<file path="src/rtl/flash_cmd_sequencer.sv">
// JEDEC command sequencer for an SST39SF-style parallel flash: unlock writes, program/erase,
// DQ7 data# polling with timeout abort, and single-byte reads. Owns the bus only while busy.
module flash_cmd_sequencer #(
    parameter int          WE_LOW_CYCLES = 2,
    parameter int          OE_LOW_CYCLES = 3,
    parameter logic [23:0] POLL_LIMIT    = 24'hFFFFFF
) (
    input  logic        clk,
    input  logic        nRESET,
    input  logic        bbc_lock,
    input  logic        cmd_valid,
    output logic        cmd_ready,
    input  logic [1:0]  cmd_op,
    input  logic [18:0] cmd_addr,
    input  logic [7:0]  cmd_wdata,
    output logic        done,
    output logic        error,
    output logic [7:0]  rdata,
    output logic        bbc_allow,
    output logic [18:0] flash_A,
    output logic [7:0]  flash_D_out,
    output logic        flash_D_oe,
    input  logic [7:0]  flash_D_in,
    output logic        flash_nOE,
    output logic        flash_nWE
);

    localparam logic [2:0] S_IDLE       = 3'd0;
    localparam logic [2:0] S_TURN       = 3'd1;
    localparam logic [2:0] S_WR_SETUP   = 3'd2;
    localparam logic [2:0] S_WR_PULSE   = 3'd3;
    localparam logic [2:0] S_WR_HOLD    = 3'd4;
    localparam logic [2:0] S_RD_PULSE   = 3'd5;
    localparam logic [2:0] S_RD_RECOVER = 3'd6;
    localparam logic [2:0] S_DONE       = 3'd7;

    localparam logic [1:0] M_CMD   = 2'd0;
    localparam logic [1:0] M_POLL  = 2'd1;
    localparam logic [1:0] M_ABORT = 2'd2;

    localparam logic [1:0] OP_READ    = 2'd0;
    localparam logic [1:0] OP_PROGRAM = 2'd1;
    localparam logic [1:0] OP_SECTOR  = 2'd2;

    localparam logic [7:0] WE_LAST = 8'(WE_LOW_CYCLES - 1);
    localparam logic [7:0] OE_LAST = 8'(OE_LOW_CYCLES - 1);

    logic [2:0]  state, state_n;
    logic [1:0]  mode, mode_n;
    logic [2:0]  step, step_n;
    logic [7:0]  pulse_cnt, pulse_n;
    logic [23:0] poll_cnt, poll_n;
    logic [18:0] addr_n;
    logic [7:0]  data_n;
    logic        sample;
    logic [1:0]  op_r;
    logic [18:0] addr_r;
    logic [7:0]  wdata_r;
    logic [7:0]  dq;
    logic [2:0]  last_step;
    logic [18:0] poll_addr;
    logic        poll_ok;

    // {address, data} of each write in the unlock/command sequence
    function automatic logic [26:0] step_entry(input logic [1:0] op, input logic [2:0] idx,
                                               input logic [18:0] a, input logic [7:0] d);
        logic [26:0] e;
        e = {19'h05555, 8'hAA};
        case (idx)
            3'd0:    e = {19'h05555, 8'hAA};
            3'd1:    e = {19'h02AAA, 8'h55};
            3'd2:    e = (op == OP_PROGRAM) ? {19'h05555, 8'hA0} : {19'h05555, 8'h80};
            3'd3:    e = (op == OP_PROGRAM) ? {a, d} : {19'h05555, 8'hAA};
            3'd4:    e = {19'h02AAA, 8'h55};
            default: e = (op == OP_SECTOR) ? {a, 8'h30} : {19'h05555, 8'h10};
        endcase
        return e;
    endfunction

    assign last_step = (op_r == OP_PROGRAM) ? 3'd3 : 3'd5;
    assign poll_addr = (op_r == OP_SECTOR || op_r == OP_PROGRAM) ? addr_r : 19'h0;
    // Program completes when DQ7 shows true data; erase completes when DQ7 reads 1
    assign poll_ok   = dq[7] == ((op_r == OP_PROGRAM) ? wdata_r[7] : 1'b1);

    always_comb begin
        state_n = state;
        mode_n  = mode;
        step_n  = step;
        pulse_n = pulse_cnt;
        poll_n  = poll_cnt;
        addr_n  = flash_A;
        data_n  = flash_D_out;
        sample  = 1'b0;
        case (state)
            S_IDLE: if (cmd_valid) state_n = S_TURN;
            S_TURN: begin
                mode_n  = M_CMD;
                step_n  = 3'd0;
                pulse_n = 8'd0;
                poll_n  = 24'd0;
                if (op_r == OP_READ) begin
                    state_n = S_RD_PULSE;
                    addr_n  = addr_r;
                end else begin
                    state_n          = S_WR_SETUP;
                    {addr_n, data_n} = step_entry(op_r, 3'd0, addr_r, wdata_r);
                end
            end
            S_WR_SETUP: begin
                state_n = S_WR_PULSE;
                pulse_n = 8'd0;
            end
            S_WR_PULSE: begin
                if (pulse_cnt == WE_LAST) state_n = S_WR_HOLD;
                else pulse_n = pulse_cnt + 8'd1;
            end
            S_WR_HOLD: begin
                if (mode == M_ABORT) begin
                    state_n = S_DONE;
                end else if (step == last_step) begin
                    mode_n  = M_POLL;
                    state_n = S_RD_PULSE;
                    pulse_n = 8'd0;
                    poll_n  = poll_cnt + 24'd1;
                    addr_n  = poll_addr;
                end else begin
                    step_n           = step + 3'd1;
                    state_n          = S_WR_SETUP;
                    {addr_n, data_n} = step_entry(op_r, step + 3'd1, addr_r, wdata_r);
                end
            end
            S_RD_PULSE: begin
                if (pulse_cnt == OE_LAST) begin
                    state_n = S_RD_RECOVER;
                    sample  = 1'b1;
                end else begin
                    pulse_n = pulse_cnt + 8'd1;
                end
            end
            S_RD_RECOVER: begin
                if (mode == M_CMD || poll_ok) begin
                    state_n = S_DONE;
                end else if (poll_cnt == POLL_LIMIT) begin
                    mode_n  = M_ABORT;
                    state_n = S_WR_SETUP;
                    addr_n  = 19'h05555;
                    data_n  = 8'hF0;
                end else begin
                    state_n = S_RD_PULSE;
                    pulse_n = 8'd0;
                    poll_n  = poll_cnt + 24'd1;
                    addr_n  = poll_addr;
                end
            end
            default: state_n = S_IDLE;
        endcase
    end

    // Outputs are registered from the next state so pins track the state register exactly
    always_ff @(posedge clk) begin
        if (!nRESET) begin
            state       <= S_IDLE;
            mode        <= M_CMD;
            step        <= 3'd0;
            pulse_cnt   <= 8'd0;
            poll_cnt    <= 24'd0;
            cmd_ready   <= 1'b1;
            done        <= 1'b0;
            error       <= 1'b0;
            rdata       <= 8'd0;
            bbc_allow   <= !bbc_lock;
            flash_A     <= 19'd0;
            flash_D_out <= 8'd0;
            flash_D_oe  <= 1'b0;
            flash_nOE   <= 1'b1;
            flash_nWE   <= 1'b1;
        end else begin
            state       <= state_n;
            mode        <= mode_n;
            step        <= step_n;
            pulse_cnt   <= pulse_n;
            poll_cnt    <= poll_n;
            cmd_ready   <= state_n == S_IDLE;
            done        <= state_n == S_DONE;
            error       <= (state_n == S_DONE) && (mode == M_ABORT);
            bbc_allow   <= (state_n == S_IDLE) && !bbc_lock;
            flash_A     <= addr_n;
            flash_D_out <= data_n;
            flash_D_oe  <= (state_n == S_WR_SETUP) || (state_n == S_WR_PULSE) || (state_n == S_WR_HOLD);
            flash_nOE   <= state_n != S_RD_PULSE;
            flash_nWE   <= state_n != S_WR_PULSE;
            if (state == S_RD_RECOVER && mode == M_CMD) rdata <= dq;
        end
    end

    always_ff @(posedge clk) begin
        if (state == S_IDLE && cmd_valid) begin
            op_r    <= cmd_op;
            addr_r  <= cmd_addr;
            wdata_r <= cmd_wdata;
        end
        if (sample) dq <= flash_D_in;
    end

endmodule

</file>
<file path="config.mk">
export PLATFORM = sky130hd
export DESIGN_NAME = flash_cmd_sequencer
export DESIGN_NICKNAME = d
export VERILOG_FILES = /design/src/rtl/flash_cmd_sequencer.sv
export SDC_FILE = /design/constraint.sdc
export NUM_CORES = 1
export LEC_CHECK = 0
export CELL_PAD_IN_SITES_DETAIL_PLACEMENT = 2
export CELL_PAD_IN_SITES_GLOBAL_PLACEMENT = 2
export CORE_MARGIN = 5
export CORE_UTILIZATION = 32
export DETAILED_ROUTE_END_ITERATION = 6
export GPL_TIMING_DRIVEN = 0
export MAX_ROUTING_LAYER = met4
export PLACE_DENSITY_LB_ADDON = 0.1
export SYNTH_ARGS = -nofsm -noshare
export SYNTH_HDL_FRONTEND = slang
export SYNTH_SLANG_ARGS = --single-unit
</file>
<file path="constraint.sdc">
create_clock -name clk -period 7.8 [get_ports clk]
set_clock_uncertainty 0.1 [all_clocks]
set_input_delay 1.56 -clock clk [delete_from_list [all_inputs] [get_ports clk]]
set_output_delay 1.56 -clock clk [all_outputs]
set_load 0.05 [all_outputs]
</file>
Word-level counts from Yosys, hierarchy flattened
Cells that the tools add are included.

cells by class
  multiplexer cells = 51
  equal/unequal tests = 33
  add/sub/neg operators = 3
  reduce and logical (&&, ||, !) cells = 25

operators with widths
  kind                                                             count
  19-bit two-way mux                                               6
  27-bit case mux with 4 select lines                              1
  24-bit two-way mux                                               4
  8-bit two-way mux                                                11
  24-bit case mux with 3 select lines                              1
  19-bit case mux with 3 select lines                              1
  27-bit two-way mux                                               2
  8-bit case mux with 5 select lines                               1
  3-bit two-way mux                                                11
  24-bit by 1-bit adder with 24-bit output, second input constant  1
  24-bit == test, second input constant                            1
  8-bit case mux with 3 select lines                               1
  3-bit case mux with 7 select lines                               1
  3-bit by 2-bit == test with 1-bit output, second input constant  6
  3-bit == test, second input constant                             6
  2-bit inequality test, second input constant                     9
  5-bit AND reduction                                              2
  3-bit logical NOT                                                3
  8-bit by 1-bit adder with 8-bit output, second input constant    1
  8-bit by 1-bit == test with 1-bit output, second input constant  1
  8-bit by 2-bit == test with 1-bit output, second input constant  1
  2-bit two-way mux                                                4
  7-bit AND reduction                                              1
  3-bit by 1-bit == test with 1-bit output, second input constant  2
  21 further kinds                                                 34

storage, ports and cells
  logic and storage cells = 131
  input bits = 41
  bits in registers = 119
  output and inout bits = 42

Depth between registers and ports, before layout
Gate-level depths: netlist of run 1.

  word-level depth = 9
  mapped depth = 10
  mapped depth without buffers = 8

Worst setup path after synthesis of run 1
No wires, ideal clock.

  path kind = input -> register
  from = input cmd_valid
  to = register flash_nOE
  setup slack = 2,286 ps
  buffers on the path = 0
  arrival time = 5,276 ps
  data required time = 7,562 ps
  stages on the path = 4
  path through = nor4b_1 > nor3b_1 > a31oi_1 > nand3_1

between the ends
  longest elaborated chain between the ends = 3

ends and longest elaborated chain
  item                                line  text
  start, declared                     11    input logic cmd_valid,
  3-bit two-way mux                   95    S_IDLE: if (cmd_valid) state_n = S_TURN;
  3-bit case mux with 7 select lines  94    case (state)
  3-bit inequality test               190   flash_nOE <= state_n != S_RD_PULSE;
  end signal, assigned                175   flash_nOE <= 1'b1;
  end signal, assigned                190
  end, declared                       24    output logic flash_nOE,

No other way between the ends.
A chain may end at the register's enable or synchronous reset.

==> metrics.txt, run 1 <==
status finished clean; Avg Inst Size Synth 9.84 um^2; total core area 0.0160 mm^2; Hold Vio Cnt, Final 0; CTS Buffer Depth 2; Synthesis Warnings 0; Crit path max-delay family buffers and inverters; CP max stage delay 0.86 ns; initial antenna violation count 0; synthesized area 0.00525 mm^2; vias in the first global route 5,199; f_max 249 MHz; Synth Flop Type dfxtp_1; cell count after synthesis 534; root buffer cell clkbuf_16; Hold Buf Count CTS 0; placed cells 835; top post-synthesis cells by area dfxtp_1 (31%), edfxtp_1 (21%), nand2_1 (4.9%); Tcrit/Tclk final 0.515; Pint 1.19 mW; Setup TNS 0 ns; Critical Path, Cell by Cell clkdlybuf4s50_1 > clkbuf_1 > inv_1 > clkbuf_1 > a211oi_1 > o21ai_0 > nand2_1; Setup crit start kind primary input; DP HPWL 12,300 um; GRT Total Usage 0.187; crit path time final 4.01 ns; # IOs 83; share of the synthesized area in the top cell type 0.312; number of remaining DRC errors 0; fillcell total 1,740; Sw Share 0.303; DRT iter0 DRCs 189; drt total wl 16,800 um; total clock sinks 119; sequential share of power 0.411; H-tree Lvls 4; PwrDens 247 mW/mm^2; P&R area growth vs syn 31.8%; post-synthesis compound-gate area fraction 0.172; largest family of logic cells by synthesized area simple AND/OR/NAND/NOR gates; clock group share of total power 0.427; post-CTS setup buffer count 0; max cap viols 0; Synth async-reset ratio 0; clk slew on worst S/H paths 0.06 ns; vias 4,615; Synth Area in Adders 0.0286; Core Rows 46; commonest cells after routing, fill and taps aside dfxtp_1 (82), clkdlybuf4s50_1 (82), nand2_1 (69); synthesized net count 587; Worst-Margin Slew 1.19 ns; part of the Yosys area used for sequential elements 0.524; CTS tree built; WP data required 8.06 ns; CP max stage cell a211oi_1; Final Max Slew Viols 0; Yosys reg bits 119; crit path buf inv count 4; Netlist cell types 63; die height 138 um; WL per Instance 19.3 um; CTS buffer count 17; static leakage power 2.42 nW; RSZ-0062 raised after global routing false; GRT overflow 0; Non-Filler Instances 867; vias per cell 5.32; post-cts sizing count 0; register area 0.00275 mm^2; CP max FO 10; Initial Util 0.328; worst skew pair latency 0.43 ns; maximum VDD drop 0.000142 V; IO buf count 82; Post-Synth Simple-Gate Area 0.224; die width 138 um; Antenna Nets Post-Route 0; GP Congestion 0.826; Comb power frac 0.162; area of the multi-input gates 0.00235 mm^2; layout cell share with drive strength beyond 1 0.0952; Post-synth EDFFs 37; DR pass1 iterations 4; nets@finish 691; Worst Path Class, Setup primary input to register; max_slew headroom 0.202; Synth area leader dfxtp_1; final setup violation count 0; largest net degree at the start of global routing 17; Synth Area in XOR/XNOR 0.00834; mux contribution to synthesized area 0.0119; Hold Crit Class register to register; first-pass GRT wire length 28,000 um; WP data arrival 4.27 ns; Net Sw Power 0.518 mW; die area 0.0191 mm^2; crit-path most repeated cell clkbuf_1; endpoint class of the critical path register; # diodes 0
## synthesized netlist by cell type, drive strengths merged (5+ instances only)
master and n:
o31ai 12, o21a 5, nand4 9, nor2b 5, or4 9, ha 12, inv 14, o41ai 5
and2 7, nand3 33, edfxtp 37, a21oi 35, nor2 27, nand2 69, a22o 6, nor3 13
nor4 7, clkbuf 15, o221a 8, dfxtp 82, buf 11, nand2b 11, and3 7, a31oi 5
or3 10, o21ai 23
## layout make-up
| cell class | instances | share of cell area |
|---|---|---|
| buffer | 26 | 0.0163 |
| clock buffer | 18 | 0.0620 |
| clock inverter | 14 | 0.0166 |
| inverter | 14 | 0.00759 |
| multi-input combinational | 375 | 0.339 |
| sequential | 119 | 0.398 |
| tap | 216 | 0.0390 |
| timing repair buffer | 85 | 0.122 |
## per-stage QoR
stage               total power, mW  utilization  hold WS (ns)  worst slack [ns]  instance area (um^2)
global placement              0.982        0.397         0.327            0.0661                  6340
CTS                            1.74        0.433         0.351              3.72                  6920
detailed placement            0.992        0.399         0.343              3.38                  6380
global route                   1.78        0.433         0.375              3.51                  6920
finish                         1.71        0.433         0.342              3.79                  6920
floorplan                     0.881            -         0.336              2.29                  5250
## logic make-up (layout without fill, tap and decap cells)
logic type,after synthesis,count (layout)
muxes,6,6
DFF,119,119
adders and majority gates,12,12
xor gates and xnor gates,5,5
AOI/OAI and AO/OA,127,127
buffers and inverters,40,157
and+or+nand+nor,225,225
## worst register-to-register path: stages, from the launching register on
cell	delay, ns
edfxtp_1	0.40
inv_1	0.11
ha_1	0.38
and4b_1	0.34
or3_1	0.29
o31ai_1	0.17
nor4_1	1.01
nor3b_1	0.30
a211o_1	0.14
## registers in the layout, summed over array words and instances (netlist names)
register     cells
wdata_r          8
bbc_allow        1
error            1
step             3
pulse_cnt        8
state            3
flash_nOE        1
poll_cnt        24
rdata            8
addr_r          19
flash_D_oe       1
op_r             2
done             1
flash_nWE        1
flash_A         19
dq               8
cmd_ready        1
flash_D_out      8
mode             2
## path summary, 6_finish.rpt
path / startpoint / slack, ns / end / depth (start not counted)
worst min register to register: flash_A[10] / 0.34 / flash_A[10] / 2
worst max-delay path: nRESET / 3.79 / flash_A[14] / 7
worst min-delay path: flash_A[10] / 0.34 / flash_A[10] / 2
worst max register to register: op_r[1] / 4.49 / pulse_cnt[6] / 8
## power groups by stage
stage          registers, mW  clock network, mW  logic (mW)
2_1_floorplan          0.788                  0      0.0928
5_1_grt                0.708              0.781       0.296
6_report               0.703              0.730       0.276
4_1_cts                0.704              0.754       0.279
3_5_place_dp           0.716                  0       0.277
3_3_place_gp           0.716                  0       0.266
## per-layer routing
layer | part of all wire | wire length [um] | GRT usage
met1 | 0.43 | 7240 | 0.213
met2 | 0.51 | 8620 | 0.324
met3 | 0.038 | 638 | 0.0438
met4 | 0.015 | 259 | 0.0624
met5 | 0 | 0 | -
No activity file was read; power rests on OpenSTA's default activity.
==> run 2: changes to the inputs <==
Settings changed: CORE_UTILIZATION 32 to 30.
Clock period 7.8 ns to 3.47 ns, I/O delays scaled along.
==> run 2 against run 1 <==
Critical path depth increased by 2. Clock power increased by 140%. Sequential power increased by 120%. Combinational power increased by 130%. Utilization decreased by 2.7 points. Die area increased by 6.2%.
==> metrics.txt, run 2 (synthesis results as in run 1) <==
PwrDens 563 mW/mm^2 (+130%); GRT met2 Usage 0.311 (-0.0124); clock group share of total power 0.438 (+0.011); maximum VDD drop 0.000350 V (+150%); H-tree Lvls 4 (unchanged); max_slew headroom 0.355 (+0.153); Setup crit start kind register; root buffer cell clkbuf_16; final core occ 0.406 (-0.0267); largest net degree at the start of global routing 17 (unchanged); # IOs 83 (unchanged); endpoint class of the critical path register; top flop regs poll_cnt: 24 flops, addr_r: 19 flops, flash_A: 19 flops; WL per Instance 19.1 um (-1.4%); Hold Vio Cnt, Final 0 (unchanged); P&R area growth vs syn 33.2%; CP max FO 9 (-1); Largest register FFs 24 (unchanged); # diodes 0 (unchanged); met1 Use GR 0.209 (-0.00451); drt total wl 16,700 um (-0.30%); first-pass GRT wire length 27,600 um (-1.1%); Final Max Slew Viols 0 (unchanged); Worst-Margin Slew 0.955 ns (-0.231 ns); Hold Buf Count CTS 0 (unchanged); DR pass1 iterations 4 (unchanged); sequential share of power 0.401 (-0.010); WP data arrival 3.37 ns (-0.90 ns); worst skew pair latency 0.43 ns (about the same); Hold Crit Class register to register; clk slew on worst S/H paths 0.07 ns (about the same); layout cell share with drive strength beyond 1 0.101 (+0.00599); die height 142 um (+3.0%); static leakage power 2.44 nW (+1.0%); Design Power 3.94 mW (+130%); Worst Path Class, Setup register to register; Pint 2.71 mW (+130%); initial antenna violation count 0 (unchanged); Top reg by flops poll_cnt; max cap viols 0 (unchanged); vias per cell 5.29 (-0.71%); Net Sw Power 1.23 mW (+140%); Core Rows 48 (+4.3%); DRT iter0 DRCs 171 (-9.5%); Initial Util 0.305 (-0.0235); GRT overflow 0 (unchanged); CTS buffer count 17 (unchanged); CTS Buffer Depth 2 (unchanged); number of remaining DRC errors 0 (unchanged); total clock sinks 119 (unchanged); DP HPWL 12,200 um (-0.95%); IO buf count 82 (unchanged); GP Congestion 0.825 (-0.15%); Antenna Nets Post-Route 0 (unchanged); vias 4,635 (+0.43%); status finished clean; vias in the first global route 5,175 (-0.46%); WP data required 3.73 ns (-4.33 ns); Sw Share 0.312 (+0.00855); RSZ-0062 raised after global routing false; CTS tree built; busiest grt layer met2; met3 usage 0.0376 (-0.00616); f_max 322 MHz; total core area 0.0172 mm^2 (+7.7%); crit path time final 3.11 ns; die width 142 um (+3.0%); Comb power frac 0.160 (-0.002); commonest cells after routing, fill and taps aside dfxtp_1 (82), clkdlybuf4s50_1 (82), nand2_1 (69); final setup violation count 0 (unchanged); die area 0.0203 mm^2 (+6.2%); Tcrit/Tclk final 0.895; fillcell total 1,831 (+5.2%); nets@finish 692 (+0.14%); GRT Total Usage 0.178 (-0.00873)
run 2: changes by cell type in the layout (fill, tap and decap cells not counted), sizes merged:
| cell | change |
|---|---|
| clkinv | -5 |
| buf | +1 |
| clkbuf | -1 |
| clkinvlp | +1 |
| inv | +5 |
run 2: critical path: stages, from the launching register on:
cell and delay, ns:
dfxtp_1 0.45, ha_1 0.25, ha_1 0.24, clkbuf_1 0.22, nor4_1 0.29, a21oi_1 0.13, o21ai_0 0.21, a2bb2oi_1 0.13
o41ai_1 0.79, a22o_1 0.24
run 2: per-stage QoR:
stage                     worst slack [ns]  hold slack (ns)  setup TNS, ns  area [um^2]  cells
after floorplan                      0.282            0.336              0         5260    534
after global placement               -1.24            0.329         -26.75         6360    841
after detailed placement            -0.172            0.343          -1.13         6400    843
after CTS                           0.0724            0.354              0         6970    875
after global routing                0.0423            0.393              0         7000    877
final                                0.364            0.350              0         7000    877
run 2: repair_timing:
item | in CTS | in global routing
setup buffers | 0 | 2
gates resized for setup | 0 | 1
endpoints found under the setup margin | 0 | 17
run 2: metal layers:
layer | vias to the layer above | wire (um) | share of wire
met3 | 19 | 481 | 0.029
met4 | 0 | 188 | 0.011
met1 | 2332 | 7310 | 0.44
met5 | - | 0 | 0
met2 | 76 | 8730 | 0.52
li1 | 2208 | - | -
run 2: final timing paths:
| kind | start | to | slack (ns) | depth (start not counted) |
|---|---|---|---|---|
| worst min register to register | flash_A[6] | flash_A[6] | 0.35 | 2 |
| worst max-delay path | step[0] | flash_A[16] | 0.36 | 9 |
| worst max register to register | step[0] | flash_A[16] | 0.36 | 9 |
| worst min-delay path | flash_A[6] | flash_A[6] | 0.35 | 2 |
run 2: cell type report:
cell class                      count  area, um^2  share of cell area
Buffer                             26         113              0.0161
Clock buffer                       17         425              0.0608
Clock inverter                     15         148              0.0211
Inverter                           14        52.6             0.00751
Multi-Input combinational cell    375        2370               0.338
Sequential cell                   119        2750               0.393
Tap cell                          225         282              0.0402
Timing Repair Buffer               86         858               0.123
run 2: power by group through the flow:
stage / logic [mW] / clock network [mW] / registers [mW]
finish: 0.631 / 1.73 / 1.58
global route: 0.674 / 1.85 / 1.59
CTS: 0.632 / 1.78 / 1.58
detailed placement: 0.627 / 0 / 1.61
global placement: 0.601 / 0 / 1.61
floorplan: 0.210 / 0 / 1.77
==> run 3: changes to the inputs <==
Settings changed: ABC_AREA from default to 1, CORE_MARGIN 5 to 4, CORE_UTILIZATION 30 to 28.
Clock period 3.47 ns to 2.72 ns, I/O delays scaled along.
==> run 3 against run 2 <==
Non-clock buffer count grew 15. Synthesized cell count up 87%. Final cell count increased by 64%. Synthesized area is 31% higher. Routed wire length increased by 60%. Utilization shrank 4.3 points. Critical endpoint is now flash_A[12]. Largest power group is now combinational logic.
==> metrics.txt, run 3 <==
synth cell count leaders nand2_1 (273), nor2_1 (125), nand3_1 (107); DP HPWL 19,900 um (+63%); root buffer cell clkbuf_16; GP Congestion 0.802 (-2.8%); crit path buf inv count 4 (+3); Synth async-reset ratio 0 (unchanged); CTS Buffer Depth 2 (unchanged); synthesized area 0.00686 mm^2 (+31%); GRT overflow 0 (unchanged); Initial Util 0.284 (-0.0212); number of remaining DRC errors 0 (unchanged); count leader, synth nand2_1; vias 7,026 (+52%); placed cells 1,402 (+66%); # IOs 83 (unchanged); Antenna Nets Post-Route 0 (unchanged); status finished clean; die width 165 um (+16%); final setup violation count 0 (unchanged); first-pass GRT wire length 41,700 um (+51%); Synth Flop Type dfxtp_1; top flop regs poll_cnt: 24 flops, addr_r: 19 flops, flash_A: 19 flops; GRT Total Usage 0.206 (+0.0275); CTS buffer count 17 (unchanged); vias in the first global route 7,472 (+44%); synthesized net count 1,049 (+79%); largest net degree at the start of global routing 30 (+13); Top reg by flops poll_cnt; crit path time final 2.61 ns (-0.493 ns); cell count after synthesis 996 (+87%); final worst setup slack 0.107 ns (-0.257 ns); total clock sinks 119 (unchanged); initial antenna violation count 0 (unchanged); commonest non-fill, non-tap cell in the layout nand2_1; Setup WS pre-CTS -0.123 ns (+0.0491 ns); Non-Filler Instances 1,439 (+64%); total core area 0.0242 mm^2 (+40%); CTS tree built; # diodes 0 (unchanged); Hold Vio Cnt, Final 0 (unchanged); Netlist cell types 38 (-40%); WL per Instance 18.5 um (-2.8%); f_max 383 MHz (+19%); Synth area leader dfxtp_1; Final Max Slew Viols 0 (unchanged); max_slew headroom 0.128 (-0.227); Setup crit start kind register; Crit path max-delay family simple AND/OR/NAND/NOR gates; Yosys reg bits 119 (unchanged); CP max FO 10 (+1); PwrDens 1090 mW/mm^2 (+93%); vias per cell 4.88 (-7.6%); Worst Path Class, Setup register to register; IO buf count 82 (unchanged); drt total wl 26,700 um (+60%); Hold Crit Class register to register; max cap viols 0 (unchanged); crit-path most repeated cell nand2_1; DR pass1 iterations 5 (+1); layout cell share with drive strength beyond 1 0.0897 (-0.0115); Hold Buf Count CTS 0 (unchanged); Synthesis Warnings 0 (unchanged); maximum VDD drop 0.000380 V (+8.9%); Tcrit/Tclk final 0.961 (+0.0654); DRT iter0 DRCs 316 (+85%); worst skew pair latency 0.44 ns (about the same); endpoint class of the critical path register; Worst-Margin Slew 1.31 ns (+0.353 ns); CP max stage delay 0.41 ns (-0.38 ns); share of the synthesized area in the top cell type 0.239 (-0.0731); nets@finish 1,155 (+67%); WP data arrival 2.84 ns (-0.53 ns); die height 165 um (+16%); clk slew on worst S/H paths 0.07 ns (about the same); die area 0.0271 mm^2 (+34%); commonest cells after routing, fill and taps aside nand2_1 (273), nor2_1 (122), nand3_1 (107); static leakage power 3.52 nW (+44%); top post-synthesis cells by area dfxtp_1 (24%), edfxtp_1 (16%), nand2_1 (15%); P&R area growth vs syn 27.8%; CP max stage cell dfxtp_2; Largest register FFs 24 (unchanged); H-tree Lvls 4 (unchanged); fillcell total 2,922 (+60%); WP data required 2.95 ns (-0.78 ns); Core Rows 57 (+19%); part of the Yosys area used for sequential elements 0.401 (-0.123); Avg Inst Size Synth 6.89 um^2 (-30%); Critical Path, Cell by Cell ha_1 > ha_2 > inv_2 > nand2_1 > nand2_1 > buf_4 > nand2_4 > nor2_4 > buf_12 > nand3_1 > nand3_1 > nand4_1 > nand2_1 > inv_1; Post-synth EDFFs 37 (unchanged)
==> run 3: report_power, final <==
| part | leakage (nW) | switching, mW | internal, mW |
|---|---|---|---|
| Combinational | 2.22 | 3.20 | 1.44 |
| Sequential | 1.02 | 0.295 | 2.27 |
| Clock | 0.280 | 1.02 | 1.30 |
==> run 3: metal layers <==
| layer | vias up | GRT usage | wire length [um] |
|---|---|---|---|
| met1 | 3429 | 0.282 | 13400 |
| met4 | 0 | 0.0461 | 237 |
| met3 | 20 | 0.0307 | 998 |
| met2 | 123 | 0.324 | 12000 |
| met5 | - | - | 0 |
| li1 | 3454 | - | - |
==> run 3: cell type report <==
cell class | instances | area, um^2 | share of cell area
Tap cell | 324 | 405 | 0.0462
Clock buffer | 17 | 425 | 0.0485
Buffer | 40 | 196 | 0.0224
Clock inverter | 15 | 159 | 0.0181
Inverter | 107 | 404 | 0.0461
Timing Repair Buffer | 87 | 871 | 0.0993
Multi-Input combinational cell | 730 | 3550 | 0.405
Sequential cell | 119 | 2760 | 0.314
==> run 3: logic make-up after synthesis <==
| kind of cell | after synthesis | share of synthesized area |
|---|---|---|
| compound gates | 134 | 0.107 |
| xor+xnor | 13 | 0.0166 |
| fa+ha+maj | 12 | 0.0219 |
| buf+inv | 147 | 0.0868 |
| flops | 119 | 0.401 |
| simple gates | 571 | 0.366 |
==> run 3: metrics by stage <==
step	utilization	hold slack (ns)	setup TNS [ns]	total power, mW	instance area, um^2
after floorplan	-	0.347	0	5.52	6860
after global placement	0.334	0.353	-0.648	6.98	8080
after detailed placement	0.334	0.369	-1.41	7.09	8080
after CTS	0.359	0.387	-0.0431	9.49	8690
after global routing	0.363	0.408	-0.0257	10.2	8770
final	0.363	0.379	0	9.53	8770
==> run 3: worst paths after layout <==
path	from	slack, ns	depth (start not counted)	endpoint
worst max-delay path	step[0]	0.11	14	flash_A[12]
worst min-delay path	dq[0]	0.38	2	rdata[0]
worst max register to register	step[0]	0.11	14	flash_A[12]
worst min register to register	dq[0]	0.38	2	rdata[0]
==> run 3: timing repair <==
| action | in CTS | in global routing |
|---|---|---|
| gates cloned | 0 | 0 |
| setup buffers | 0 | 5 |
| endpoints found under the setup margin | 20 | 35 |
| gates resized for setup | 7 | 10 |
| pin swaps | 0 | 4 |
==> run 3: worst register-to-register path: stages, from the launching register on <==
cell and delay (ns):
dfxtp_2 0.41, ha_1 0.21, ha_2 0.32, inv_2 0.11
nand2_1 0.07, nand2_1 0.09, buf_4 0.21, nand2_4 0.12
nor2_4 0.15, buf_12 0.14, nand3_1 0.08, nand3_1 0.11
nand4_1 0.22, nand2_1 0.13, inv_1 0.04
